<file path="src/rtl/regfile_reader_pkg.sv">
// Shared definitions for the register-file read sequencer.
//   - Default widths matching the 16-entry register file: data N, address A,
//     port-B address offset OFFSET.
//   - 2-bit FSM state encoding used by regfile_reader.
package regfile_reader_pkg;

    localparam int unsigned DefN      = 16;
    localparam int unsigned DefA      = 4;
    localparam int unsigned DefOffset = 8;

    typedef enum logic [1:0] {
        StIdle = 2'd0,
        StRead = 2'd1,
        StHold = 2'd2,
        StDone = 2'd3
    } state_t;

endpackage

</file>
<file path="src/rtl/regfile_reader.sv">
// Read-side sequencer for the register file. A start pulse sweeps all 2^A
// entries: port A reads index i, port B reads (i + OFFSET) mod 2^A. Each
// captured pair is offered on a valid/ready stream with a running N-bit
// wrap-around sum of port-A data.
//   clk, rst_n          : clock, asynchronous active-low reset
//   start               : begin a sweep (only honoured in idle)
//   ra_addr/rb_addr     : read addresses (registered, hold when not reading)
//   ra_en/rb_en         : read enables, high only in the read state
//   ra_data/rb_data     : combinational read data from the register file
//   out_a/out_b/out_idx : captured pair and its port-A index
//   out_valid/out_ready : output handshake
//   sum                 : running sum of captured port-A data
//   busy                : sweep in progress (read or hold)
//   done                : one-cycle pulse at sweep completion
module regfile_reader
    import regfile_reader_pkg::*;
#(
    parameter int unsigned N      = DefN,
    parameter int unsigned A      = DefA,
    parameter int unsigned OFFSET = DefOffset
) (
    input  logic         clk,
    input  logic         rst_n,
    input  logic         start,
    output logic [A-1:0] ra_addr,
    output logic [A-1:0] rb_addr,
    output logic         ra_en,
    output logic         rb_en,
    input  logic [N-1:0] ra_data,
    input  logic [N-1:0] rb_data,
    output logic [N-1:0] out_a,
    output logic [N-1:0] out_b,
    output logic [A-1:0] out_idx,
    output logic         out_valid,
    input  logic         out_ready,
    output logic [N-1:0] sum,
    output logic         busy,
    output logic         done
);

    // Truncation to A bits is the mod 2^A of the offset.
    localparam logic [A-1:0] OffsetA = A'(OFFSET);
    localparam logic [A-1:0] LastIdx = {A{1'b1}};

    state_t       state_q, state_d;
    logic [A-1:0] idx_q, idx_d;
    logic [A-1:0] ra_addr_q, ra_addr_d;
    logic [A-1:0] rb_addr_q, rb_addr_d;
    logic [N-1:0] out_a_q, out_a_d;
    logic [N-1:0] out_b_q, out_b_d;
    logic [A-1:0] out_idx_q, out_idx_d;
    logic         out_valid_q, out_valid_d;
    logic [N-1:0] sum_q, sum_d;
    logic [A-1:0] idx_inc;

    assign idx_inc = idx_q + 1'b1;

    always_comb begin
        state_d     = state_q;
        idx_d       = idx_q;
        ra_addr_d   = ra_addr_q;
        rb_addr_d   = rb_addr_q;
        out_a_d     = out_a_q;
        out_b_d     = out_b_q;
        out_idx_d   = out_idx_q;
        out_valid_d = out_valid_q;
        sum_d       = sum_q;

        unique case (state_q)
            StIdle: begin
                if (start) begin
                    state_d   = StRead;
                    idx_d     = '0;
                    sum_d     = '0;
                    // Addresses are loaded on entry to the read state so they
                    // come straight from flops during the read cycle.
                    ra_addr_d = '0;
                    rb_addr_d = OffsetA;
                end
            end
            StRead: begin
                out_a_d     = ra_data;
                out_b_d     = rb_data;
                out_idx_d   = idx_q;
                sum_d       = sum_q + ra_data;
                out_valid_d = 1'b1;
                state_d     = StHold;
            end
            StHold: begin
                if (out_valid_q && out_ready) begin
                    out_valid_d = 1'b0;
                    if (idx_q == LastIdx) begin
                        state_d = StDone;
                    end else begin
                        idx_d     = idx_inc;
                        ra_addr_d = idx_inc;
                        rb_addr_d = idx_inc + OffsetA;
                        state_d   = StRead;
                    end
                end
            end
            StDone: begin
                state_d = StIdle;
            end
            default: begin
                state_d = StIdle;
            end
        endcase
    end

    always_ff @(posedge clk or negedge rst_n) begin
        if (!rst_n) begin
            state_q     <= StIdle;
            idx_q       <= '0;
            ra_addr_q   <= '0;
            rb_addr_q   <= '0;
            out_a_q     <= '0;
            out_b_q     <= '0;
            out_idx_q   <= '0;
            out_valid_q <= 1'b0;
            sum_q       <= '0;
        end else begin
            state_q     <= state_d;
            idx_q       <= idx_d;
            ra_addr_q   <= ra_addr_d;
            rb_addr_q   <= rb_addr_d;
            out_a_q     <= out_a_d;
            out_b_q     <= out_b_d;
            out_idx_q   <= out_idx_d;
            out_valid_q <= out_valid_d;
            sum_q       <= sum_d;
        end
    end

    // Enables and status come only from the state flop, so they cannot glitch.
    assign ra_en     = (state_q == StRead);
    assign rb_en     = (state_q == StRead);
    assign busy      = (state_q == StRead) || (state_q == StHold);
    assign done      = (state_q == StDone);
    assign ra_addr   = ra_addr_q;
    assign rb_addr   = rb_addr_q;
    assign out_a     = out_a_q;
    assign out_b     = out_b_q;
    assign out_idx   = out_idx_q;
    assign out_valid = out_valid_q;
    assign sum       = sum_q;

endmodule
</file>
<file path="config.mk">
export PLATFORM = sky130hd
export DESIGN_NAME = regfile_reader
export DESIGN_NICKNAME = d
export VERILOG_FILES = /design/src/rtl/regfile_reader_pkg.sv /design/src/rtl/regfile_reader.sv
export SDC_FILE = /design/constraint.sdc
export NUM_CORES = 1
export LEC_CHECK = 0
export BUFFER_PORTS_ARGS = -buffer_cell sky130_fd_sc_hd__buf_2
export CORE_UTILIZATION = 50
export DETAILED_ROUTE_END_ITERATION = 8
export GPL_TIMING_DRIVEN = 0
export PLACE_DENSITY = 0.85
export SKIP_LAST_GASP = 1
export SYNTH_ARGS = -nofsm -noshare
export SYNTH_HDL_FRONTEND = slang
export SYNTH_SLANG_ARGS = --single-unit
</file>
<file path="constraint.sdc">
create_clock -name clk -period 4.44 [get_ports clk]
set_input_delay 0.222 -clock clk [delete_from_list [all_inputs] [get_ports clk]]
set_output_delay 0.222 -clock clk [all_outputs]
set_load 0.1 [all_outputs]
</file>
==> impl_results.md, run 1 <==
* Status: finished, violations left
* Failing checks: negative hold slack
* Synth Instances at 264
* First-pass GRT wire length at 10,900 µm
* H-tree depth at 3
* Initial Util at 52.0%
* Layout overhead on the synthesized area at 25.5%
* Post-CTS Setup Inserts at 0
* Dpl hpwl at 4970 µm
* Post-route setup slack at 2160 ps
* R2R Setup Slk at 2160 ps
* Number of remaining DRC errors at 0
* Slew headroom at 48.6%
* Worst EP required at 4650 ps
* Seq cells post-synth at 60
* Final instance area at 3870 µm²
* Inserted Diodes at 0
* GPL Wtd Cong at 0.880
* Compound-Gate Fraction of Synth Area at 13.9%
* Met1 Usage GRT at 27.9%
* Total congestion overflow at 0
* I/O Buffers at 100
* Routed len/inst at 15.0 µm
* Share of cells above drive strength 1 at 44.7%
* Root Buffer: clkbuf_8
* Rows at 28
* Total CTS buffers at 9
* Hold Violations, Final at 60
* Die Width at 80.5 µm
* DR iter-0 viols at 87
* Antenna violations before repair at 0
* Clock skew at 2.23 ps
* CTS tree: yes
* Hold crit path type: in2async
* Footprint of the multi-input gates at 1490 µm²
* Combinational family with the most area after synthesis: compound AO/OA/AOI/OAI gates
* Fin nets at 432
* Pre-CTS setup slack at 2220 ps
* # setup viols final at 0
* Period utilisation layout at 51.2%
* RSZ-0062 raised after global routing: no
* Minimum clock period at 2280 ps
* Met3 usage at 4.43%
* CTS sink cnt at 60
* Max Fclk at 440 MHz
* Commonest non-fill, non-tap cells in the layout: buf_2, dfrtp_1, mux2_2
* CTS clk-pin slew, worst paths at 60 ps
* CTS resizes at 0
* Crit. End Element: flop
* Crit path launch type: flop
* Mux contribution to synthesized area at 13.8%
* Vias in the first global route at 2,402
* Register area share after synthesis at 48.7%
* Slew of the pin with the lowest slew margin at 771 ps
* Placed Area at 3680 µm²
* DRT Pass-1 Iters at 4
* Ys async rst share at 100%
* Overall Global Routing Usage at 22.3%
* WS Path Type: reg2reg
* Fillers at 512
* Post-Syn Nets at 321
* Number of top-level pins at 101
* Distinct cells, synth at 48
* Post-synthesis adder-cell area fraction at 8.77%
* Post-Synth Simple-Gate Area at 8.24%
* Critical path peak fanout at 4
* Total number of vias at 2,413
* EDFF count, synth at 0
* Prevailing post-synth register cell: dfrtp_1
* Setup TNS at 0 ps
* Clk buf depth at 2
* Hold_ws at -40.3 ps
* CP arrival at 2480 ps
* Post-DR vias/cell at 5.33
* Ys Warns at 0
* Max-Cap Viols at 0
* Largest net degree at the start of global routing at 61
* Drt total wl at 6780 µm
* FF+latch area at 1500 µm²
* Gr busiest metal: met2
* Syn Area/Cell at 11.7 µm²
* Post-Synthesis Cell Area at 3080 µm²
* Slew Limit Fails at 0
* Clock Latency Late Sink at 330 ps
* Core area at 5920 µm²
* Xor/xnor share of the synthesized area at 3.41%
* Met2 Track Usage GR at 37.2%
* Die H at 80.5 µm
* Leading cell type in the layout, fill and taps excluded: buf_2
* Detail Route Antenna Nets at 0
* Die Footprint at 6480 µm²
* Hold buffer count at cts at 0
## final timing paths
kind / startpoint / end / cells past startpoint
max in group asynchronous: rst_n / out_a[13] / 1
hold reg to reg: out_a[10] / out_a[10] / 1
hold / removal: rst_n / out_a[7] / 1
min in group clk: out_ready / out_valid / 2
setup reg to reg: sum[0] / sum[10] / 9
setup / recovery: sum[0] / sum[10] / 9
## cells by family (layout without fill, tap and decap cells)
group | Yosys count | in the layout
AO/OA/AOI/OAI | 61 | 61
flip-flops | 60 | 60
AND/OR/NAND/NOR | 53 | 53
multiplexers | 38 | 38
adder cells (fa/ha/maj) | 21 | 21
buffers and inverters | 19 | 133
XOR/XNOR | 12 | 12
## critical path, stage by stage (launching register included)
cell      delay (ps)
dfrtp_1          420
ha_1             230
inv_1             80
fa_1             260
nor2b_4           60
o31ai_2          340
a21oi_2          160
a21o_1           210
a211oi_1         290
o41ai_1          100
## cell type report
class | instances | share of cell area, %
Clock inverter | 2 | 0.906
Inverter | 8 | 0.776
Clock buffer | 12 | 4.01
Multi-Input combinational cell | 185 | 38.4
Sequential cell | 60 | 38.8
Buffer | 11 | 1.68
Timing Repair Buffer | 100 | 13.0
Tap cell | 75 | 2.43
## layer usage
layer  vias up  share of wire (%)  wire [µm]
li1       1165                  -          -
met1      1167                 44       2950
met2        73                 50       3370
met3         8                5.3        361
met4         0                1.4         95
met5         -                  0          0
## metrics by stage
| stage | util (%) | instances |
|---|---|---|
| after floorplan | - | 264 |
| after global placement | 62.1 | 439 |
| after detailed placement | 62.1 | 439 |
| after CTS | 65.3 | 453 |
| after global routing | 65.3 | 453 |
| final | 65.3 | 453 |
## synthesized netlist by cell type, types with 5 or more instances
| master | instances | share of area, % |
|---|---|---|
| dfrtp_1 | 60 | 49 |
| inv_1 | 8 | 0.97 |
| xnor2_1 | 6 | 1.7 |
| mux2_2 | 37 | 14 |
| a21oi_1 | 10 | 1.6 |
| o21ai_1 | 9 | 1.5 |
| nand2_1 | 26 | 3.2 |
| buf_4 | 5 | 1.2 |
| a21o_1 | 7 | 1.7 |
| ha_1 | 20 | 8.1 |
| nor2_1 | 7 | 0.85 |
| o21ai_0 | 12 | 1.9 |
| xor2_1 | 6 | 1.7 |
## sequential cells by signal (all words and copies together), names as in the netlist
name / flops
out_valid: 1
out_idx: 4
sum: 16
out_a: 16
ra_addr: 4
state_q: 2
rb_addr: 1
out_b: 16
Power of run 1 is left out: the tool's default activity adds up to more than one toggle a clock period on the data nets, which glitch-free logic cannot reach.
==> run 2, diff against run 1 <==
--- a/config.mk
+++ b/config.mk
@@ -6,10 +6,10 @@
 export NUM_CORES = 1
 export LEC_CHECK = 0
 export BUFFER_PORTS_ARGS = -buffer_cell sky130_fd_sc_hd__buf_2
-export CORE_UTILIZATION = 50
+export CORE_UTILIZATION = 46
 export DETAILED_ROUTE_END_ITERATION = 8
 export GPL_TIMING_DRIVEN = 0
-export PLACE_DENSITY = 0.85
+export PLACE_DENSITY = 0.83
 export SKIP_LAST_GASP = 1
 export SYNTH_ARGS = -nofsm -noshare
 export SYNTH_HDL_FRONTEND = slang
==> constraint.sdc (replaced) <==
create_clock -name clk -period 1.93 [get_ports clk]
set_input_delay 0.0965 -clock clk [delete_from_list [all_inputs] [get_ports clk]]
set_output_delay 0.0965 -clock clk [all_outputs]
set_load 0.1 [all_outputs]
==> run 2 against run 1 <==
Net effect: the run ends with design-rule violations, negative setup slack left; non-clock buffer count rose by 28; count of clock-buffer cells in the layout rose by 2; worst hold slack improved by 60 ps; final cell count rose by 7.1%; register-to-register slack got worse by 2300 ps; worst setup slack got worse by 2300 ps; wire length rose by 14%; core utilization rose by 3.5 points; critical path type unchanged; sequential cell count did not move; die area rose by 8.5%; highest routed layer unchanged.
==> impl_results.md, run 2 (synthesis results as in run 1) <==
* Die H at 83.9 µm (+4.2%)
* Inserted Diodes at 0 (unchanged)
* Number of top-level pins at 101 (unchanged)
* Root Buffer: clkbuf_8
* Footprint of the multi-input gates at 1700 µm² (+14%)
* Detail Route Antenna Nets at 0 (unchanged)
* Max Fclk at 485 MHz (+10%)
* Slew of the pin with the lowest slew margin at 760 ps (-11.0 ps)
* Largest net degree at the start of global routing at 61 (unchanged)
* Overall Global Routing Usage at 23.3% (+0.96 points)
* Cell Chain, Critical Path: ha_4 > inv_2 > fa_2 > nor2b_4 > o31ai_4 > a21oi_2 > a21o_1 > a211oi_2 > o41ai_1
* CTS tree: yes
* CTS clk-pin slew, worst paths at 70 ps (about the same)
* Slew Limit Fails at 0 (unchanged)
* Status: finished, violations left
* Top cell family by delay on the critical path: compound AO/OA/AOI/OAI gates
* RSZ-0062 raised after global routing: yes
* GPL Wtd Cong at 0.793 (-9.8%)
* Number of remaining DRC errors at 5 (+5)
* Critical path peak fanout at 3 (-1)
* Total CTS buffers at 9 (unchanged)
* Total congestion overflow at 0 (unchanged)
* Total number of vias at 2,584 (+7.1%)
* CP arrival at 2280 ps (-200 ps)
* Die Footprint at 7030 µm² (+8.5%)
* First-pass GRT wire length at 12,800 µm (+18%)
* Fillers at 471 (-8.0%)
* Post-route setup slack at -134 ps (-2300 ps)
* Hold Violations, Final at 0 (-100%)
* Share of cells above drive strength 1 at 55.6% (+11 points)
* Period utilisation layout at 107% (+56 points)
* WS Path Type: reg2reg
* Clock skew at 9.72 ps (+7.48 ps)
* Drt total wl at 7710 µm (+14%)
* Failing checks: design-rule violations, negative setup slack
* Crit path launch type: flop
* Crit path buf inv count at 1 (unchanged)
* Commonest non-fill, non-tap cells in the layout: buf_2, dfrtp_1, mux2_2
* DR iter-0 viols at 72 (-17%)
* Antenna violations before repair at 0 (unchanged)
* Hold crit path type: in2reg
* Clk buf depth at 2 (unchanged)
* I/O Buffers at 100 (unchanged)
* Vias in the first global route at 2,730 (+14%)
* Worst EP required at 2140 ps (-2510 ps)
* DRT Pass-1 Iters at 6 (+2)
* Clock Latency Late Sink at 330 ps (about the same)
* Die Width at 83.9 µm (+4.2%)
* Placed cells at 441 (+0.46%)
* Final cell count without fillers at 485 (+7.1%)
* Routed len/inst at 15.9 µm (+6.2%)
* Initial Util at 48.0% (-4.1 points)
* Fin nets at 460 (+6.5%)
* H-tree depth at 3 (unchanged)
* Layout overhead on the synthesized area at 43.4%
* # setup viols final at 5 (+5)
* Slowest stage delay, CP at 420 ps (about the same)
* Dpl hpwl at 4990 µm (+0.42%)
* Rows at 29 (+3.6%)
* Slew headroom at 49.4% (+0.73 points)
* Core area at 6420 µm² (+8.5%)
* Post-DR vias/cell at 5.33 (about the same)
* Max-Cap Viols at 0 (unchanged)
* Critical-path top delay cell: dfrtp_4
* CTS sink cnt at 60 (unchanged)
* Minimum clock period at 2060 ps (-212 ps)
* Crit. End Element: flop
* Leading cell type in the layout, fill and taps excluded: buf_2
* FF+latch area at 1550 µm² (+3.4%)
[run 2: cell count changes in the layout (fill, tap and decap cells not counted), moves of 3 or more]
cell / before / now
buf_6: 0 / 3
dfrtp_1: 60 / 39
dfrtp_4: 0 / 10
dlygate4sd3_1: 0 / 17
buf_4: 6 / 15
ha_4: 0 / 8
dfrtp_2: 0 / 11
a211oi_1: 4 / 1
ha_1: 20 / 11
[run 2: stage by stage]
stage,instance area (µm²),hold WS [ps],setup slack [ps],utilization (%),setup TNS (ps)
2_1_floorplan,3230,-199,-206,-,-625
3_3_place_gp,3830,303,-297,59.6,-2830
3_5_place_dp,3830,311,-342,59.6,-3460
4_1_cts,4270,12.9,-117,66.4,-264
5_1_grt,4420,13.9,-220,68.8,-985
6_report,4420,20.1,-134,68.8,-324
[run 2: final cells by class]
class | instances | share of cell area (%)
Multi-Input combinational cell | 185 | 38.5
Sequential cell | 60 | 35.1
Timing Repair Buffer | 128 | 17.3
Clock buffer | 14 | 3.68
Tap cell | 77 | 2.18
Buffer | 11 | 1.78
Clock inverter | 2 | 0.793
Inverter | 8 | 0.680
[run 2: repair_timing]
action / in CTS / in global routing
buffers inserted: 5 / 6
hold buffers: 16 / 1
gates resized for setup: 10 / 19
setup endpoints to repair: 14 / 39
pin swaps: 5 / 14
hold endpoints to repair: 16 / 60
[run 2: layer usage]
metal | track usage, % | routed length (µm) | vias to the layer above
li1 | - | - | 1224
met1 | 28.4 | 3280 | 1261
met2 | 39.0 | 3870 | 86
met3 | 6.33 | 424 | 13
met4 | 9.56 | 131 | 0
met5 | 0 | 0 | -
[run 2: path summary, 6_finish.rpt]
check | slack, ps | from | endpoint | cells past startpoint
min in group asynchronous | 370 | rst_n | out_idx[1] | 2
worst max register to register | -130 | sum[0] | sum[10] | 9
max in group asynchronous | 970 | rst_n | sum[9] | 2
worst max-delay path | -130 | sum[0] | sum[10] | 9
worst min-delay path | 20 | ra_data[6] | out_a[6] | 2
worst min register to register | 500 | out_a[8] | out_a[8] | 1
[run 2: worst register-to-register path, cell delays in order, from the launching register on]
cell and delay (ps):
dfrtp_4 420, ha_4 150, inv_2 40, fa_2 370, nor2b_4 160, o31ai_4 90, a21oi_2 220, a21o_1 150
a211oi_2 60, o41ai_1 300
Power of run 2 is left out for the same reason.
